==> src/rtl/synchronous_ram_fifo_pkg.sv <==
// Shared helpers for synchronous_ram_fifo: pointer wrap function and almost-full margin.
package synchronous_ram_fifo_pkg;

  localparam int unsigned AlmostFullMargin = 1;

  // Advance a pointer by one, wrapping depth-1 back to 0 (depth need not be a power of two).
  function automatic int unsigned wrap_increment(input int unsigned pointer,
                                                 input int unsigned depth);
    return (pointer == depth - 1) ? 0 : pointer + 1;
  endfunction

endpackage

==> src/rtl/simple_dual_port_ram.sv <==
// Single-clock RAM: one write port, one enabled registered read port.
// Only the read register is reset; the array contents are left as-is.
module simple_dual_port_ram #(
  parameter int unsigned WIDTH         = 8,
  parameter int unsigned DEPTH         = 16,
  parameter int unsigned ADDRESS_WIDTH = $clog2(DEPTH)
) (
  input  logic                     clock_i,
  input  logic                     reset_i,
  input  logic                     write_enable_i,
  input  logic [ADDRESS_WIDTH-1:0] write_address_i,
  input  logic [WIDTH-1:0]         write_data_i,
  input  logic                     read_enable_i,
  input  logic [ADDRESS_WIDTH-1:0] read_address_i,
  output logic [WIDTH-1:0]         read_data_o
);

  logic [WIDTH-1:0] mem_q [DEPTH];
  logic [WIDTH-1:0] read_data_q;

  always_ff @(posedge clock_i) begin
    if (write_enable_i) begin
      mem_q[write_address_i] <= write_data_i;
    end
  end

  always_ff @(posedge clock_i or posedge reset_i) begin
    if (reset_i) begin
      read_data_q <= '0;
    end else if (read_enable_i) begin
      read_data_q <= mem_q[read_address_i];
    end
  end

  assign read_data_o = read_data_q;

endmodule

==> src/rtl/synchronous_ram_fifo.sv <==
// Valid/ready FIFO around a 1-cycle-latency RAM whose read register is the output stage.
// Define SYNCHRONOUS_RAM_FIFO_LEVEL_EN to add registered level_o and almost_full_o ports.
module synchronous_ram_fifo
  import synchronous_ram_fifo_pkg::*;
#(
  parameter int unsigned WIDTH         = 8,
  parameter int unsigned DEPTH         = 16,
  parameter int unsigned ADDRESS_WIDTH = $clog2(DEPTH),
  parameter int unsigned LEVEL_WIDTH   = $clog2(DEPTH + 2)
) (
  input  logic                   clock_i,
  input  logic                   reset_i,
  input  logic                   write_valid_i,
  input  logic [WIDTH-1:0]       write_data_i,
  output logic                   write_ready_o,
  output logic                   read_valid_o,
  output logic [WIDTH-1:0]       read_data_o,
`ifdef SYNCHRONOUS_RAM_FIFO_LEVEL_EN
  output logic [LEVEL_WIDTH-1:0] level_o,
  output logic                   almost_full_o,
`endif
  input  logic                   read_ready_i
);

  localparam int unsigned CountWidth = $clog2(DEPTH + 1);

  logic [ADDRESS_WIDTH-1:0] write_pointer_q, write_pointer_d;
  logic [ADDRESS_WIDTH-1:0] read_pointer_q, read_pointer_d;
  logic [CountWidth-1:0]    memory_count_q, memory_count_d;
  logic                     write_ready_q, write_ready_d;
  logic                     read_valid_q, read_valid_d;
  logic                     push, fetch;

  always_comb begin
    push  = write_valid_i && write_ready_q;
    // Fetch only from words already counted, so it never races a same-cycle write.
    fetch = (memory_count_q != '0) && (!read_valid_q || read_ready_i);

    write_pointer_d = write_pointer_q;
    if (push) begin
      write_pointer_d = ADDRESS_WIDTH'(wrap_increment(32'(write_pointer_q), DEPTH));
    end
    read_pointer_d = read_pointer_q;
    if (fetch) begin
      read_pointer_d = ADDRESS_WIDTH'(wrap_increment(32'(read_pointer_q), DEPTH));
    end

    memory_count_d = memory_count_q;
    if (push && !fetch) begin
      memory_count_d = memory_count_q + CountWidth'(1);
    end else if (fetch && !push) begin
      memory_count_d = memory_count_q - CountWidth'(1);
    end

    read_valid_d = read_valid_q;
    if (fetch) begin
      read_valid_d = 1'b1;
    end else if (read_ready_i) begin
      read_valid_d = 1'b0;
    end

    write_ready_d = (memory_count_d != CountWidth'(DEPTH));
  end

  always_ff @(posedge clock_i or posedge reset_i) begin
    if (reset_i) begin
      write_pointer_q <= '0;
      read_pointer_q  <= '0;
      memory_count_q  <= '0;
      write_ready_q   <= 1'b0;
      read_valid_q    <= 1'b0;
    end else begin
      write_pointer_q <= write_pointer_d;
      read_pointer_q  <= read_pointer_d;
      memory_count_q  <= memory_count_d;
      write_ready_q   <= write_ready_d;
      read_valid_q    <= read_valid_d;
    end
  end

  simple_dual_port_ram #(
    .WIDTH         (WIDTH),
    .DEPTH         (DEPTH),
    .ADDRESS_WIDTH (ADDRESS_WIDTH)
  ) u_ram (
    .clock_i         (clock_i),
    .reset_i         (reset_i),
    .write_enable_i  (push),
    .write_address_i (write_pointer_q),
    .write_data_i    (write_data_i),
    .read_enable_i   (fetch),
    .read_address_i  (read_pointer_q),
    .read_data_o     (read_data_o)
  );

  assign write_ready_o = write_ready_q;
  assign read_valid_o  = read_valid_q;

`ifdef SYNCHRONOUS_RAM_FIFO_LEVEL_EN
  logic [LEVEL_WIDTH-1:0] level_q, level_d;
  logic                   almost_full_q, almost_full_d;

  always_comb begin
    level_d       = LEVEL_WIDTH'(memory_count_d) + LEVEL_WIDTH'(read_valid_d);
    almost_full_d = (level_d >= LEVEL_WIDTH'(DEPTH - AlmostFullMargin));
  end

  always_ff @(posedge clock_i or posedge reset_i) begin
    if (reset_i) begin
      level_q       <= '0;
      almost_full_q <= 1'b0;
    end else begin
      level_q       <= level_d;
      almost_full_q <= almost_full_d;
    end
  end

  assign level_o       = level_q;
  assign almost_full_o = almost_full_q;
`endif

endmodule

==> config.mk <==
export PLATFORM = sky130hd
export DESIGN_NAME = synchronous_ram_fifo
export DESIGN_NICKNAME = d
export VERILOG_FILES = /design/src/rtl/synchronous_ram_fifo_pkg.sv /design/src/rtl/simple_dual_port_ram.sv /design/src/rtl/synchronous_ram_fifo.sv
export SDC_FILE = /design/constraint.sdc
export NUM_CORES = 1
export LEC_CHECK = 0
export CORE_MARGIN = 2
export CORE_UTILIZATION = 30
export DETAILED_ROUTE_END_ITERATION = 6
export PLACE_DENSITY = 0.47
export SETUP_SLACK_MARGIN = 0.15
export SLEW_MARGIN = 25
export SYNTH_ARGS = -nofsm -noshare
export SYNTH_HDL_FRONTEND = slang
export SYNTH_SLANG_ARGS = --single-unit
==> constraint.sdc <==
create_clock -name clock_i -period 2.23 [get_ports clock_i]
set_input_delay 0.5575 -clock clock_i [delete_from_list [all_inputs] [get_ports clock_i]]
set_output_delay 0.5575 -clock clock_i [all_outputs]
set_load 0.05 [all_outputs]
==> results by stage, run 1 <==
Routing:
- The number of detailed-route iterations in the first pass is 7.
- The met3 wirelength from detailed routing is around 380 um.
- After detailed routing, the average wire length per cell comes to 19.0 um.
- Dividing the detail-routed via count by the number of cells gives about 4.6.
- The number of DRC violations after detailed routing is 0.
- For this block, wires on met1 add up to between 6 and 7 mm.
- The total via count after detailed routing is around 3,000.
- The uppermost metal layer occupied by signal nets is met4.
- The detail route stage leaves a number of antenna-violating nets equal to 0.
- The iteration-0 DRC count of the detailed router is 163.
- The sum of met2 wire segment lengths after detailed routing is 5.97 mm.
- The post-detailed-routing wire length is 12.7 mm.

GRT:
- The via count of the first global-routing pass came to 3,267.
- Entering global routing, the biggest net connects 37 pins.
- After global routing the overflow that remains totals 0.
- The first global-routing pass estimated 20.0 mm of wire.
- The total global-route track usage is 0.128.
- The number of antenna violations at the first check in global routing is 0.

Setup path:
- The critical path is of the flop to flop type.
- For the worst setup path, the data required time is approximately 2500 ps.
- The largest single stage delay on the critical path is 510 ps.
- The depth of the most critical reg-to-reg path is 7.
- The number of buffers and inverters on the critical path is 1.
- The slowest stage of the critical path belongs to the cell sky130_fd_sc_hd__or4_1.
- The worst flop-to-flop path endpoint is write_ready_o.
- The setup check on the worst reg-to-reg path leaves a slack of 30 ps.
- Data on the critical path arrives at its endpoint at ~2500 ps.
- The startpoint of the most critical setup path is memory_count_q[1].
- Walking the worst path, the cells encountered are inv_2 > ha_4 > or3b_4 > o21ai_4 > mux2i_1 > xnor2_1 > or4_1.
- The endpoint kind of the worst setup timing path is a flop.
- Among cell families on the critical path, the largest total delay comes from simple AND/OR/NAND/NOR gates.
- STA classifies the critical path startpoint as a flop.
- The beginning of the worst register-to-register path is memory_count_q[1].
- Along the worst path, the maximum fanout reaches 4.

Power:
- The share of total power dissipated in combinational logic is 0.340.
- The share of total power dissipated in the clock network is 0.284.
- The power share of the sequential group is 0.375.
- In this run the power density over the cells is 1270 nW/um^2.
- The net switching share of the total power is 0.308.
- VDD sags by at most 0.468 mV.
- The overall power is 9.83 mW.
- Summed over all nets, the switching power comes to 3.03 mW.
- The static power due to leakage is 2.76 nW.
- Internal power comes to 6.80 mW.

Clocking:
- The CTS buffer count is 17.
- Counting every sink on the clock net gives 151.
- The clock transition at the registers of the reported paths is roughly 60 ps.
- The root buffer cell is sky130_fd_sc_hd__clkbuf_16.
- The clock insertion delay at the later pin of the skew report is 410 ps.
- The number of levels in the clock H-tree is 4.
- The TritonCTS clock tree is done.
- The count of hold buffers inserted by post-cts repair is 0.
- The largest buffer count on any clock path is 2.

Cells and area:
- Relative to the synthesized area, the layout overhead comes to 27.5%.
- The final antenna diode count is 0.
- At the end of the flow the core is filled with cells to 0.393.
- Of the cells placed in the final design, the portion with a size suffix greater than 1 is 0.300.
- For this run, the post-layout net count is 411.
- The filler-free cell count of the finished design is 668.
- The filler cells instantiated in the layout total roughly 1,800.

STA:
- The post-route clock skew is between 7 and 8 ps.
- Derived from the worst setup path, the maximum achievable clock frequency is ~0.45 GHz.
- The slew at the pin closest to its max-slew limit is 638 ps.
- The final-layout setup total negative slack is 0 ps.
- The final-report max-slew violation count came to 0.
- Subtracting the final worst setup slack from the clock period gives 2200 ps.
- Setup repair after global routing could not meet its margin everywhere.
- The final worst-path setup slack is 27.7 ps.
- Of the available clock period, the critical path in the final layout requires 0.988.
- The relative max-transition margin is 0.573.
- The number of hold-slack violations in the final timing report is 0.
- Setup violations remaining at the end of the flow were counted as 0.

Synthesis:
- In the synthesized netlist the dominant register cell turns out to be sky130_fd_sc_hd__edfxtp_1.
- The number of nets handed over by synthesis was 336.
- The number of enable flip-flop cells after synthesis is 128.
- The count of warnings emitted by yosys is 0.
- The sequential-to-total area share from yosys stat is 0.730.
- In this run the mean area of a mapped cell was between 15 and 20 um^2.
- The number of instances in the synthesized netlist is 317.
- In the synthesized netlist the async set-or-reset flop fraction comes to 0.152.
- The post-synthesis cell area is about 6100 um^2.
- Counting flops and latches in the post-synthesis netlist gives approximately 150.
- Yosys mapped the design onto 36 distinct sky130hd cell types.

Min path:
- The worst hold path class is flop to flop.
- The worst hold path stage count is 1.
- The launch point of the worst hold path is u_ram.read_data_o[2].
- The end point of the worst hold path is u_ram.read_data_o[2].

Die:
- The die height is ~150 um.
- The standard-cell row count is 51.
- The initial core utilization is 0.308.
- The area of the die is 21,300 um^2.
- The width of the die is 146 um.
- The I/O pin count is 22.
- The standard cell core area is between 15,000 and 20,000 um^2.

Placement:
- Before CTS, the worst setup slack after placement is -166 ps.
- After detailed placement, the design holds a cell count of 633.
- The congestion estimate from routability-driven global placement came to 0.741.
- Input and output buffers added on the ports amount to 21.
- The detailed placement HPWL is about 8.4 mm.

Run:
- The tool flagged a number of max-cap violations equal to 0.

Run status:
- The run finished with clean final reports.
==> layout make-up <==
type / instances / area [um^2] / area share
inverters: 5 / 18.8 / 0.00243
clock buffers: 18 / 429 / 0.0556
well taps: 265 / 332 / 0.0430
multi-input cells: 147 / 1620 / 0.209
flip-flops and latches: 151 / 4420 / 0.573
clock inverters: 12 / 136 / 0.0177
repair buffers: 70 / 764 / 0.0991
==> power groups by stage <==
stage	logic, mW	registers, mW	clock network (mW)
after floorplan	1.76	3.95	0
after global placement	3.25	3.74	0
after detailed placement	3.27	3.75	0
after CTS	3.30	3.69	2.86
after global routing	3.61	3.74	2.98
final	3.34	3.69	2.79
==> registers in the layout (all words and copies together), names as in the netlist <==
name	flops
memory_count_q	5
write_ready_o	1
u_ram.read_data_o	8
read_pointer_q	4
read_valid_o	1
u_ram.mem_q	128
write_pointer_q	4
==> metal layers <==
metal,track usage,vias up
met4,0.0393,0
met1,0.180,1623
met2,0.195,34
li1,-,1417
met5,0,-
met3,0.0359,9
==> through the flow <==
step / hold slack, ps / area, um^2
finish: 466 / 7720
global route: 492 / 7720
CTS: 475 / 7660
detailed placement: 467 / 7060
global placement: 461 / 7060
floorplan: 486 / 6050
==> worst max-delay path by stage <==
stage	end	slack, ps	cells after the start
5_1_grt	write_ready_o	-90	7
3_5_place_dp	write_ready_o	-170	7
4_1_cts	write_ready_o	-10	7
2_1_floorplan	write_ready_o	50	7
6_report	write_ready_o	30	7
3_3_place_gp	u_ram.mem_q[10][5]	-150	7
==> Yosys cell counts, types with 2 or more instances <==
library cell	n	area (um^2)
sky130_fd_sc_hd__a21o_1	8	60.1
sky130_fd_sc_hd__a21oi_1	4	20.0
sky130_fd_sc_hd__and2_1	14	87.6
sky130_fd_sc_hd__and3_1	6	37.5
sky130_fd_sc_hd__buf_2	4	20.0
sky130_fd_sc_hd__clkbuf_1	9	33.8
sky130_fd_sc_hd__dfrtp_1	23	576
sky130_fd_sc_hd__edfxtp_1	128	3840
sky130_fd_sc_hd__ha_1	7	87.6
sky130_fd_sc_hd__inv_1	5	18.8
sky130_fd_sc_hd__mux2i_1	18	180
sky130_fd_sc_hd__mux4_2	32	721
sky130_fd_sc_hd__nand2_1	13	48.8
sky130_fd_sc_hd__nand2b_1	3	18.8
sky130_fd_sc_hd__nand3_1	3	15.0
sky130_fd_sc_hd__nand4_1	2	12.5
sky130_fd_sc_hd__nor3_1	2	10.0
sky130_fd_sc_hd__o21ai_0	7	35.0
sky130_fd_sc_hd__o22ai_1	8	50.1
sky130_fd_sc_hd__xnor2_1	5	43.8
==> logic make-up after synthesis <==
kind of cell | after synthesis | share of synthesized area
DFF | 151 | 0.730
and+or+nand+nor | 51 | 0.0476
muxes | 50 | 0.149
AOI/OAI and AO/OA | 32 | 0.0360
buffers and inverters | 19 | 0.0126
adders and majority gates | 8 | 0.0161
xor gates and xnor gates | 6 | 0.00868
==> repair_timing <==
action | 4_1_cts | 5_1_grt
gates resized for setup | 15 | 11
buffers inserted | 4 | 1
endpoints found under the setup margin | 18 | 10
pin swaps | 3 | 2
==> layout by cell type (no fill, tap or decap), drive strengths merged, types with 2 or more instances in the layout <==
cell type and count:
o22ai 8, dlygate4sd2 10, nand2 13, bufinv 3, clkbuf 18, o21ai 8, buf 49, nand2b 3
clkinv 9, nand4 2, inv 5, ha 7, a21o 8, mux4 32, dfrtp 23, nand3 3
clkdlybuf4s50 11, mux2i 18, xnor2 5, and2 14, and3 6, nor3 2, a21oi 4, edfxtp 128
Power figures use the tool's default switching activity.
==> run 2: changes to the inputs <==
CORE_MARGIN = 1   (was 2)
==> results by stage, run 2 (synthesis gave the netlist of run 1 again) <==
Routing:
- The final antenna-violating net count came to 0 (unchanged).
- The uppermost metal layer occupied by signal nets is met4.
- The sum of met2 wire segment lengths after detailed routing is 5.97 mm (about the same).
- The total via count after detailed routing came to 3,044 (-1.3%).
- The iteration-0 DRC count of the detailed router is 195 (+20%).
- The post-detailed-routing wire length is 12.5 mm (-1.9%).
- The routed wirelength normalized by instance count is 18.9 um (-0.56%).
- The number of detailed-route iterations in the first pass is 4 (-3).
- The wire length on met1 is 6.03 mm (-3.4%).
- The routed via count divided by cell count is 4.62 (about the same).
- The number of DRC violations after detailed routing came to 0 (unchanged).
- The met3 wirelength from detailed routing was 360 um (-5.5%).

Min path:
- The worst hold path class is flop to flop.
- The worst hold path stage count is 1 (unchanged).
- In this run the most critical hold path is launched from u_ram.read_data_o[1].
- The worst hold path terminates at u_ram.read_data_o[1].

Die:
- The standard cell core area came to 19,600 um^2 (-0.32%).
- The die height came to 144 um (-1.4%).
- The width of the die was 144 um (-1.4%).
- The I/O pin count is 22 (unchanged).
- The initial core utilization came to 0.309 (+0.00100).
- The area of the die came to 20,700 um^2 (-2.7%).
- The standard-cell row count is 51 (unchanged).

GRT:
- The total congestion overflow after global routing is 0 (unchanged).
- The number of antenna violations at the first check in global routing is 0 (unchanged).
- The via count of the first global-routing pass is 3,102 (-5.1%).
- The wire length of the first global-routing pass is 18.9 mm (-5.4%).
- The maximum number of pins on one net before global-route repair was 37 (unchanged).
- The total global-route track usage came to 0.133 (+0.00466).

Setup path:
- The startpoint identified for the worst register-to-register timing path is memory_count_q[1].
- The worst setup path is of the flop to flop kind.
- The sort of element at the start of the critical path is a flop.
- The worst setup path is captured at a flop.
- The depth of the most critical reg-to-reg path was 8 (+1).
- The worst flop-to-flop path endpoint is write_ready_o.
- The maximum single-stage delay on the critical path is 520 ps (about the same).
- The required time of the worst setup path is 2520 ps (about the same).
- Traced cell by cell, the critical path runs through inv_2 > ha_4 > or3b_4 > buf_6 > o21a_1 > xnor2_1 > nand2b_1 > or4_4.
- The data arrival time of the critical path was 2570 ps (+80 ps).
- The setup slack of the worst register-to-register path is -50 ps (-80 ps).
- The sum of buffers and inverters on the critical path is 2 (+1).
- The cell with the largest stage delay on the worst path is sky130_fd_sc_hd__or4_4.
- The highest fanout seen on the critical path is 3 (-1).
- The critical path's top delay family is simple AND/OR/NAND/NOR gates.

Power:
- The internal power is 6.80 mW (about the same).
- The power density relative to cell area is 1270 nW/um^2 (-0.20%).
- The net switching power of the design is 2.98 mW (-1.7%).
- The net switching share of the total power is 0.304 (-0.00380).
- The maximum vdd drop was 0.567 mV (+21%).
- The power share of the sequential group was 0.376 (about the same).
- The relative contribution of combinational cells to total power is 0.330 (-0.010).
- The proportion of power drawn by the clock network is 0.294 (+0.010).
- The static power due to leakage came to 2.71 nW (-1.9%).

Cells and area:
- The fraction of layout instances using a drive strength above 1 is 0.279 (-0.0211).
- More flip-flops sit in one register than any other, and that register is u_ram.mem_q.
- The utilization after layout is 0.393 (about the same).
- The commonest non-fill, non-tap cell in the layout is sky130_fd_sc_hd__edfxtp_1.
- In the layout the commonest cells are 128 x sky130_fd_sc_hd__edfxtp_1, 32 x sky130_fd_sc_hd__mux4_2, 21 x sky130_fd_sc_hd__dfrtp_1.
- The signed area change from the synthesized netlist to the final layout is 27.1%.
- The number of nets in the layout is 400 (-2.7%).
- The final antenna diode count came to 0 (unchanged).
- The number of flip-flops under the largest register name was 128 (unchanged).
- The summed area of non-filler cells in the final layout is 7690 um^2 (-0.31%).

STA:
- The hold slack is 468 ps (+1.36 ps).
- The slew at the pin closest to its max-slew limit is 630 ps (-8.03 ps).
- The relative max-transition margin is 0.579 (+0.00537).
- The post-route clock skew was 8.41 ps (+0.602 ps).
- The number of endpoints failing setup at the final stage is 1 (+1).
- The minimum clock period after layout came to 2280 ps (+75.5 ps).
- The final worst-path setup slack was -47.8 ps (-75.5 ps).
- The share of the clock period used by the worst path after layout came to 1.02 (+0.0338).
- The number of hold-slack violations in the final timing report came to 0 (unchanged).
- The final-report max-slew violation count is 0 (unchanged).
- The maximum clock frequency came to 0.439 GHz (-3.3%).
- The final-layout setup total negative slack is -47.8 ps (-47.8 ps).
- Setup repair after global routing could not meet its margin everywhere.

Run status:
- The run finished, with violations left.
- The checks that failed: setup timing.

Clocking:
- TritonCTS built the clock tree.
- The CTS sink count is 151 (unchanged).
- The CTS buffer count is 17 (unchanged).
- The clock insertion delay at the later pin of the skew report was 420 ps (about the same).
- The clock transition at the registers of the reported paths was 60 ps (about the same).
- The tree is rooted in a sky130_fd_sc_hd__clkbuf_16.
- The count of hold buffers inserted by post-cts repair came to 0 (unchanged).
- The largest buffer count on any clock path is 2 (unchanged).
- The number of levels in the clock H-tree is 4 (unchanged).

Placement:
- The final weighted congestion in routability-driven placement is 0.799 (+7.8%).
- The number of buffers inserted by port buffering is 21 (unchanged).
- The detailed placement HPWL is 7.96 mm (-5.5%).
- The total placed instance area was 7030 um^2 (-0.32%).

Run:
- The count of max-cap constraint violations is 0 (unchanged).
==> run 2: cell types whose count changed in the layout (fill, tap and decap cells not counted), sizes merged <==
| cell | before | now |
|---|---|---|
| clkinv | 9 | 4 |
| clkbuf | 18 | 23 |
| buf | 49 | 38 |
| inv | 5 | 6 |
| clkinvlp | 0 | 1 |
==> run 2: worst register-to-register path, cell delays in order (launching register included) <==
cell	delay (ps)
sky130_fd_sc_hd__dfrtp_1	390
sky130_fd_sc_hd__inv_2	90
sky130_fd_sc_hd__ha_4	140
sky130_fd_sc_hd__or3b_4	400
sky130_fd_sc_hd__buf_6	130
sky130_fd_sc_hd__o21a_1	190
sky130_fd_sc_hd__xnor2_1	140
sky130_fd_sc_hd__nand2b_1	150
sky130_fd_sc_hd__or4_4	520
==> run 2: how the worst max path moves through the flow <==
stage	from	endpoint	slack, ps	cells after the start
after global placement	write_valid_i	write_ready_o	-110	7
final	memory_count_q[1]	write_ready_o	-50	8
after detailed placement	write_valid_i	write_ready_o	-170	7
after floorplan	memory_count_q[1]	write_ready_o	50	7
after global routing	memory_count_q[0]	write_ready_o	-110	8
after CTS	memory_count_q[0]	write_ready_o	-4	7
==> run 2: routing by layer <==
layer  track usage  vias to the layer above
met4        0.0487                        0
met5             0                        -
met1         0.178                     1589
met2         0.205                       43
met3        0.0377                       11
li1              -                     1401
==> run 2: power by group through the flow <==
| stage | logic (mW) | clock network [mW] | registers [mW] |
|---|---|---|---|
| 5_1_grt | 3.48 | 3.03 | 3.72 |
| 3_3_place_gp | 3.17 | 0 | 3.72 |
| 6_report | 3.22 | 2.87 | 3.68 |
| 2_1_floorplan | 1.76 | 0 | 3.95 |
| 3_5_place_dp | 3.19 | 0 | 3.73 |
| 4_1_cts | 3.20 | 2.94 | 3.68 |
==> run 2: layout make-up <==
cell class	count	area (um^2)
multi-input cells	147	1620
fillers	1788	11900
clock buffers	23	468
repair buffers	59	716
flip-flops and latches	151	4420
clock inverters	9	123
inverters	5	18.8
well taps	265	332
==> run 2: stage by stage <==
| step | total power [mW] | cells | worst slack [ps] |
|---|---|---|---|
| finish | 9.78 | 659 | -47.8 |
| global placement | 6.89 | 625 | -110 |
| floorplan | 5.71 | 317 | 53.5 |
| global route | 10.2 | 659 | -115 |
| CTS | 9.81 | 659 | -3.94 |
| detailed placement | 6.92 | 625 | -166 |
==> run 2: what timing repair did <==
| item | 4_1_cts | 5_1_grt |
|---|---|---|
| gates resized for setup | 17 | 9 |
| pin swaps | 2 | 5 |
| endpoints found under the setup margin | 18 | 11 |
| setup buffers | 2 | 0 |
==> run 3: changes to the inputs <==
CTS_CLUSTER_SIZE = 16   (was not set)
==> results of run 3 <==
The final DEF is identical to that of run 2; final timing and power are the same.
